**src/rtl/canvas_addr_gen_scaled.sv**
```systemverilog
// Raster-to-canvas address generator with runtime origin/zoom.
// Config changes are double-buffered and applied at the start of vblank.
module canvas_addr_gen_scaled #(
    parameter int CANVAS_W   = 28,
    parameter int CANVAS_H   = 28,
    parameter int CNT_W      = 10,
    parameter int ADDR_W     = 10,
    parameter int MAX_SHIFT  = 5,
    parameter int DEF_SHIFT  = 4,
    parameter int DEF_X0     = 0,
    parameter int DEF_Y0     = 16,
    parameter int H_ACTIVE   = 640,
    parameter int V_ACTIVE   = 480,
    parameter int PIPE_EXTRA = 0
) (
    input  logic              clk,
    input  logic              rst,
    input  logic [CNT_W-1:0]  h_cnt,
    input  logic [CNT_W-1:0]  v_cnt,
    input  logic              cfg_valid,
    output logic              cfg_ready,
    input  logic [2:0]        cfg_shift,
    input  logic [CNT_W-1:0]  cfg_x0,
    input  logic [CNT_W-1:0]  cfg_y0,
    input  logic [ADDR_W-1:0] cursor_addr,
    output logic [ADDR_W-1:0] pixel_addr,
    output logic              in_canvas,
    output logic              grid_line,
    output logic              cursor_hit,
    output logic              frame_start
);

    localparam int EXT_W = CNT_W + MAX_SHIFT + 5;
    localparam int PW    = ADDR_W + 3;

    logic [2:0]       act_shift;
    logic [CNT_W-1:0] act_x0;
    logic [CNT_W-1:0] act_y0;
    logic [2:0]       sh_shift;
    logic [CNT_W-1:0] sh_x0;
    logic [CNT_W-1:0] sh_y0;
    logic             pending;

    logic             boundary;
    logic             accept;
    logic [2:0]       clamped;

    assign cfg_ready = !pending;
    assign accept    = cfg_valid && !pending;
    assign boundary  = (h_cnt == '0) && (v_cnt == CNT_W'(V_ACTIVE));
    assign clamped   = (cfg_shift > 3'(MAX_SHIFT)) ? 3'(MAX_SHIFT) : cfg_shift;

    always_ff @(posedge clk or posedge rst) begin
        if (rst) begin
            act_shift <= 3'(DEF_SHIFT);
            act_x0    <= CNT_W'(DEF_X0);
            act_y0    <= CNT_W'(DEF_Y0);
            sh_shift  <= '0;
            sh_x0     <= '0;
            sh_y0     <= '0;
            pending   <= 1'b0;
        end else begin
            // accept only happens with pending low, so the two never collide
            if (boundary && pending) begin
                act_shift <= sh_shift;
                act_x0    <= sh_x0;
                act_y0    <= sh_y0;
                pending   <= 1'b0;
            end
            if (accept) begin
                sh_shift <= clamped;
                sh_x0    <= cfg_x0;
                sh_y0    <= cfg_y0;
                pending  <= 1'b1;
            end
        end
    end

    logic [EXT_W-1:0] h_ext;
    logic [EXT_W-1:0] v_ext;
    logic [EXT_W-1:0] x0_ext;
    logic [EXT_W-1:0] y0_ext;
    logic [EXT_W-1:0] x_end;
    logic [EXT_W-1:0] y_end;
    logic [EXT_W-1:0] dx;
    logic [EXT_W-1:0] dy;
    logic [EXT_W-1:0] col;
    logic [EXT_W-1:0] row;
    logic [EXT_W-1:0] mask;
    logic [EXT_W-1:0] addr_full;
    logic             in_x;
    logic             in_y;
    logic             in_next;
    logic             grid_next;
    logic [ADDR_W-1:0] addr_next;

    always_comb begin
        h_ext     = EXT_W'(h_cnt);
        v_ext     = EXT_W'(v_cnt);
        x0_ext    = EXT_W'(act_x0);
        y0_ext    = EXT_W'(act_y0);
        x_end     = x0_ext + (EXT_W'(CANVAS_W) << act_shift);
        y_end     = y0_ext + (EXT_W'(CANVAS_H) << act_shift);
        in_x      = (h_ext >= x0_ext) && (h_ext < x_end)
                    && (h_ext < EXT_W'(H_ACTIVE));
        in_y      = (v_ext >= y0_ext) && (v_ext < y_end)
                    && (v_ext < EXT_W'(V_ACTIVE));
        in_next   = in_x && in_y;
        dx        = h_ext - x0_ext;
        dy        = v_ext - y0_ext;
        col       = dx >> act_shift;
        row       = dy >> act_shift;
        mask      = (EXT_W'(1) << act_shift) - EXT_W'(1);
        addr_full = row * EXT_W'(CANVAS_W) + col;
        addr_next = in_next ? addr_full[ADDR_W-1:0] : '0;
        grid_next = in_next
                    && (((dx & mask) == '0) || ((dy & mask) == '0));
    end

    // word layout: {frame_start, grid_line, in_canvas, pixel_addr}
    logic [PIPE_EXTRA:0][PW-1:0] pipe;

    always_ff @(posedge clk or posedge rst) begin
        if (rst) begin
            pipe <= '0;
        end else begin
            pipe[0] <= {boundary && pending, grid_next, in_next, addr_next};
            for (int i = 1; i <= PIPE_EXTRA; i++) begin
                pipe[i] <= pipe[i-1];
            end
        end
    end

    assign pixel_addr  = pipe[PIPE_EXTRA][ADDR_W-1:0];
    assign in_canvas   = pipe[PIPE_EXTRA][ADDR_W];
    assign grid_line   = pipe[PIPE_EXTRA][ADDR_W+1];
    assign frame_start = pipe[PIPE_EXTRA][ADDR_W+2];
    assign cursor_hit  = in_canvas && (pixel_addr == cursor_addr);

endmodule

```
**config.mk**
```make
export PLATFORM = sky130hd
export DESIGN_NAME = canvas_addr_gen_scaled
export DESIGN_NICKNAME = d
export VERILOG_FILES = /design/src/rtl/canvas_addr_gen_scaled.sv
export SDC_FILE = /design/constraint.sdc
export NUM_CORES = 1
export LEC_CHECK = 0
export BUFFER_PORTS_ARGS = -buffer_cell sky130_fd_sc_hd__buf_2
export CAP_MARGIN = 20
export CORE_ASPECT_RATIO = 1.1
export CORE_MARGIN = 10
export CORE_UTILIZATION = 56
export DETAILED_ROUTE_END_ITERATION = 8
export HOLD_SLACK_MARGIN = 0.1
export PLACE_DENSITY = 0.88
export SLEW_MARGIN = 20
export SYNTH_ARGS = -nofsm -noshare
export SYNTH_HDL_FRONTEND = slang
export SYNTH_SLANG_ARGS = --single-unit
```
**constraint.sdc**
```tcl
create_clock -name clk -period 9.2 [get_ports clk]
set_input_delay 1.84 -clock clk [delete_from_list [all_inputs] [get_ports clk]]
set_output_delay 1.84 -clock clk [all_outputs]
set_load 0.03 [all_outputs]
```
After elaboration in Yosys (flattened, before gate mapping):

Index checks and enable logic that the tools add are counted.

* flip-flop bits (word level): 60
* input bits: 56
* output and inout port bits: 15
* word-level logic and storage cells: 50

* add/sub/neg operators: 6
* multiply operators: 1
* order comparisons: 7
* equality and inequality tests: 2
* shifts and indexed selects: 4
* mux-type cells: 4
* bitwise logic cells: 2
* reductions and logical operators: 16

Operator list (number)
* $add A10 B20 Y20: 2
* $and A20 B20 Y20: 2
* $logic_not A20 Y1: 2
* $lt A10 B20 Y1: 2
* $sub A10 B10 Y11: 2
* $ge A10 B10 Y1: 2
* $mul A20 B3 Y8 const B: 1
* $shl A1 B3 Y20 const A: 1
* $shl A5 B3 Y20 const A: 1
* $shr A20 B3 Y10: 1
* $shr A20 B3 Y20: 1
* $sub A20 B2 Y20 const B: 1
* $add A10 B10 Y10: 1
* $eq A10 B10 Y1: 1
* $eq A10 B9 Y1 const B: 1
* $logic_and A1 B1 Y1: 10
* $logic_not A10 Y1: 1
* $lt A10 B10 Y1 const B: 1
* $lt A10 B9 Y1 const B: 1
* $mux W10: 1
* $gt A3 B3 Y1 const B: 1
* $mux W3: 1
* $mux W1: 2
* $reduce_bool A2 Y1: 1
* 2 further kinds: 2

Logic depth before layout (Yosys ltp):

* word-level depth: 7
* gate-level depth with buffers: 28
* mapped depth without buffers: 28

Least setup slack after synthesis:

Ideal clock, no wire load.

* kind: input -> register
* from: in v_cnt[4]
* to: reg pipe[9] (netlist name)
* setup time: 0.066 ns
* data arrival time: 7.020 ns
* data required time: 9.134 ns
* setup slack: 2.114 ns
* stages: 22
* buffers on the path: 1
* path through: ha_1 buf_6 a21o_4 or4_1 and3_1 mux4_2 mux2i_1 inv_2 fa_1 ha_1 fa_1 a21o_1 a21oi_1 xnor2_1 ha_1 a21oi_1 a21oi_1 xnor2_1 a211o_1 and3_4 or4_1 nand2_1

* longest elaborated chain between the ends: 5
* elaborated cells on any way between the ends: 11
* those cells by class: add/sub (2); mul (1); order compare (3); shift (1); mux (1); reduce/logical (3)

RTL lines
* start, declared: RTL line 19 `input logic [CNT_W-1:0] v_cnt,`
* $sub A10 B10 Y11, or another cell as far along: RTL line 110 `dy = v_ext - y0_ext;`
* $shr A20 B3 Y20 or $logic_and A1 B1 Y1 (tied branches): RTL line 112, 106
* $mul A20 B3 Y8 or $logic_and A1 B1 Y1 (tied branches): RTL line 114, 107
* $add A10 B10 Y10 or $logic_and A1 B1 Y1 (tied branches): RTL line 114, 108
* $mux W10 *: RTL line 115 `addr_next = in_next ? addr_full[ADDR_W-1:0] : '0;`
* via addr_next[9]: RTL line 95 `logic [ADDR_W-1:0] addr_next;`
* end signal, assigned by index: RTL line 129 `pipe[i] <= pipe[i-1];`
* end, declared: RTL line 121 `logic [PIPE_EXTRA:0][PW-1:0] pipe;`

The timed path passes the listed nets; every way through them passes the cells marked *.
A chain may end at the register's enable or synchronous reset.

Final worst setup path:

* from: in v_cnt[0]
* to: reg pipe[9] (netlist name)

The elaborated chain is that of the path after synthesis.

==> flow_summary.toml <==
[route]
ant_nets = 0
first_pass_iters = 5
wirelength_mm = 15.2
drtIter0Drc = 190
drc_errors = 0
routedWlPerCell_um = 17.5
via_count = 5216
vias_per_cell = 6.00

[floorplanning]
boundaryPins = 71
dieArea_um2 = 14900
core.rowCount = 39
die_w_um = 117
core_area_um2 = 10300
die_h_um = 127
start_util = 0.568

[cts]
cts_buffers = 9
htreeDepth = 3
post_cts_buffers = 0
root_buffer = "clkbuf_16"
post_cts_resized = 0
cts_tree = "built"
clockBufferDepth = 2
clk_latency_ps = 330
cts.sinks = 60
ctsHoldBuffers = 0
clk_pin_slew_ps = 50

[place]
gp_congestion = 0.992
post-dp-hpwl_mm = 12.0
placed_cells = 852
placed_cell_area_um2 = 6320
io_buffers = 70
pre_cts_slack_ps = 1610

[yosys]
synthFlopType = "dfrtp_1"
ys_types = 66
ys_seq_area_frac = 0.257
synth_top_area_frac = 0.248
syn_area_per_cell_um2 = 8.89
yosys.area.top_type = "dfrtp_1"
synth_area_um2 = 5850
synth_edf_count = 0
synth_seq_cells = 60
synth_area_leaders = "dfrtp_1 (25%), ha_1 (15%), mux2_2 (6.4%)"
yosys_warnings = 0
syn_inst = 658
synthArstFlopShare = 1.00
syn_nets = 792

[setup_path]
worstPathRequired_ps = 9470
slowest_stage = "fa_1"
reg2reg_slack_ps = 3020
slowest_delay_ps = 480
cp_data_arrival_time_ps = 7610
startpoint_type = "input port"
critPathMaxFanout = 6
criticalPathCategory = "input port to flip-flop"
cp_common_cell = "a21oi_1"
end_kind = "flip-flop"

[finish]
final_area_um2 = 6680
nets = 855
finish.utilization = 0.648
regArea_um2 = 1500
stdcell_count = 869
multi_input_comb_area_um2 = 4070
num-fill-cells = 841
diodes = 0
final_layout_size_suffix_gt1_frac = 0.202
final_cell_mix = "ha_1 (70), buf_2 (70), dfrtp_1 (58)"
area_growth_pct = 14.1

[sta]
skew_ps = 8.15
finalHoldViolations = 0
relSlewSlack = 0.443
setup_violations = 0
fmax_mhz = 136
setup_slack_ps = 1860
fin_hold_ws_ps = 479
rsz0062_at_grt = "false"
fin_crit_sh = 0.798
final.setup.tns_ps = 0
maxSlewViolCount = 0
tightest_slew_ps = 835
finalCriticalPeriod_ps = 7340

[worst_hold_path]
hp-class = "flip-flop to flip-flop"

[grt]
grt_pass1_wl_mm = 25.1
gr-usage-all-layers = 0.201
antenna_found_initial = 0
grt_max_degree = 61
grt.overflow.total = 0
grt_pass1_vias = 5314

[power_and_ir_drop]
max-vdd-ir-drop_v = 0.000140
pwr_density_cell_nw_per_um2 = 141
p_leak_nw = 3.20
fin_total_pwr_mw = 0.943

[outcome]
outcome = "finished, final reports clean"

[job]
cap_violations = 0
==> path summary, 6_finish.rpt <==
check,start,endpoint,cells past startpoint
setup / recovery,v_cnt[0],pipe[9]$_DFF_PP0_,26
hold / removal,sh_x0[2]$_DFFE_PP0P_,act_x0[2]$_DFFE_PP0P_,2
setup reg to reg,act_y0[4]$_DFFE_PP1P_,pipe[9]$_DFF_PP0_,22
hold reg to reg,sh_x0[2]$_DFFE_PP0P_,act_x0[2]$_DFFE_PP0P_,2
max in group asynchronous,rst,pipe[0]$_DFF_PP0_,3
min in group asynchronous,rst,sh_x0[4]$_DFFE_PP0P_,3
==> layout make-up <==
type,count,area share
Multi-Input combinational cell,525,0.610
Sequential cell,60,0.225
Clock inverter,5,0.0150
Inverter,50,0.0281
Timing Repair Buffer,75,0.0587
Tap cell,143,0.0268
Clock buffer,11,0.0364
==> registers in the layout (all words and copies together), names as in the netlist <==
register and flops:
pipe 13, pending 1, sh_y0 10, act_y0 10, sh_x0 10, sh_shift 3, act_x0 10, act_shift 3
==> kinds of logic (layout without fill, tap and decap cells) <==
family | Yosys count | after routing | synth area share
XOR/XNOR | 51 | 51 | 0.0776
multiplexers | 50 | 50 | 0.0978
flip-flops | 60 | 60 | 0.257
AND/OR/NAND/NOR | 153 | 153 | 0.127
buffers and inverters | 73 | 141 | 0.0481
adder cells (fa/ha/maj) | 78 | 78 | 0.177
AO/OA/AOI/OAI | 193 | 193 | 0.215
==> where the power goes <==
group / switching, mW / internal, mW / total (mW)
combinational: 0.139 / 0.130 / 0.269
clock: 0.119 / 0.271 / 0.390
sequential: 0.00703 / 0.276 / 0.283
==> synthesized netlist by cell type, types with 7 or more instances <==
cell	instances
inv_1	46
xor2_1	19
mux2_2	33
nand2b_1	7
o21a_1	7
nor2_1	40
xnor2_1	31
fa_1	8
a21o_1	19
o21ai_0	44
nand3_1	8
dfrtp_1	58
ha_1	70
buf_1	7
clkbuf_1	15
nor2b_1	8
nand2_1	49
a21oi_1	52
mux2i_1	14
a211oi_1	13
o211ai_1	10
==> metal layers <==
metal  track usage  vias to the layer above  part of all wire
li1              -                     2506                 -
met2         0.349                      181              0.49
met1         0.223                     2484              0.41
met4         0.110                        0             0.042
met5             0                        -                 0
met3        0.0493                       45             0.058
==> critical path: cells and delay by family <==
family	cells	cell delay, ps
fa+ha+maj	6	1960
simple gates	3	670
xor+xnor	3	730
buf+inv	3	250
compound gates	11	2160
Power figures use the tool's default switching activity.
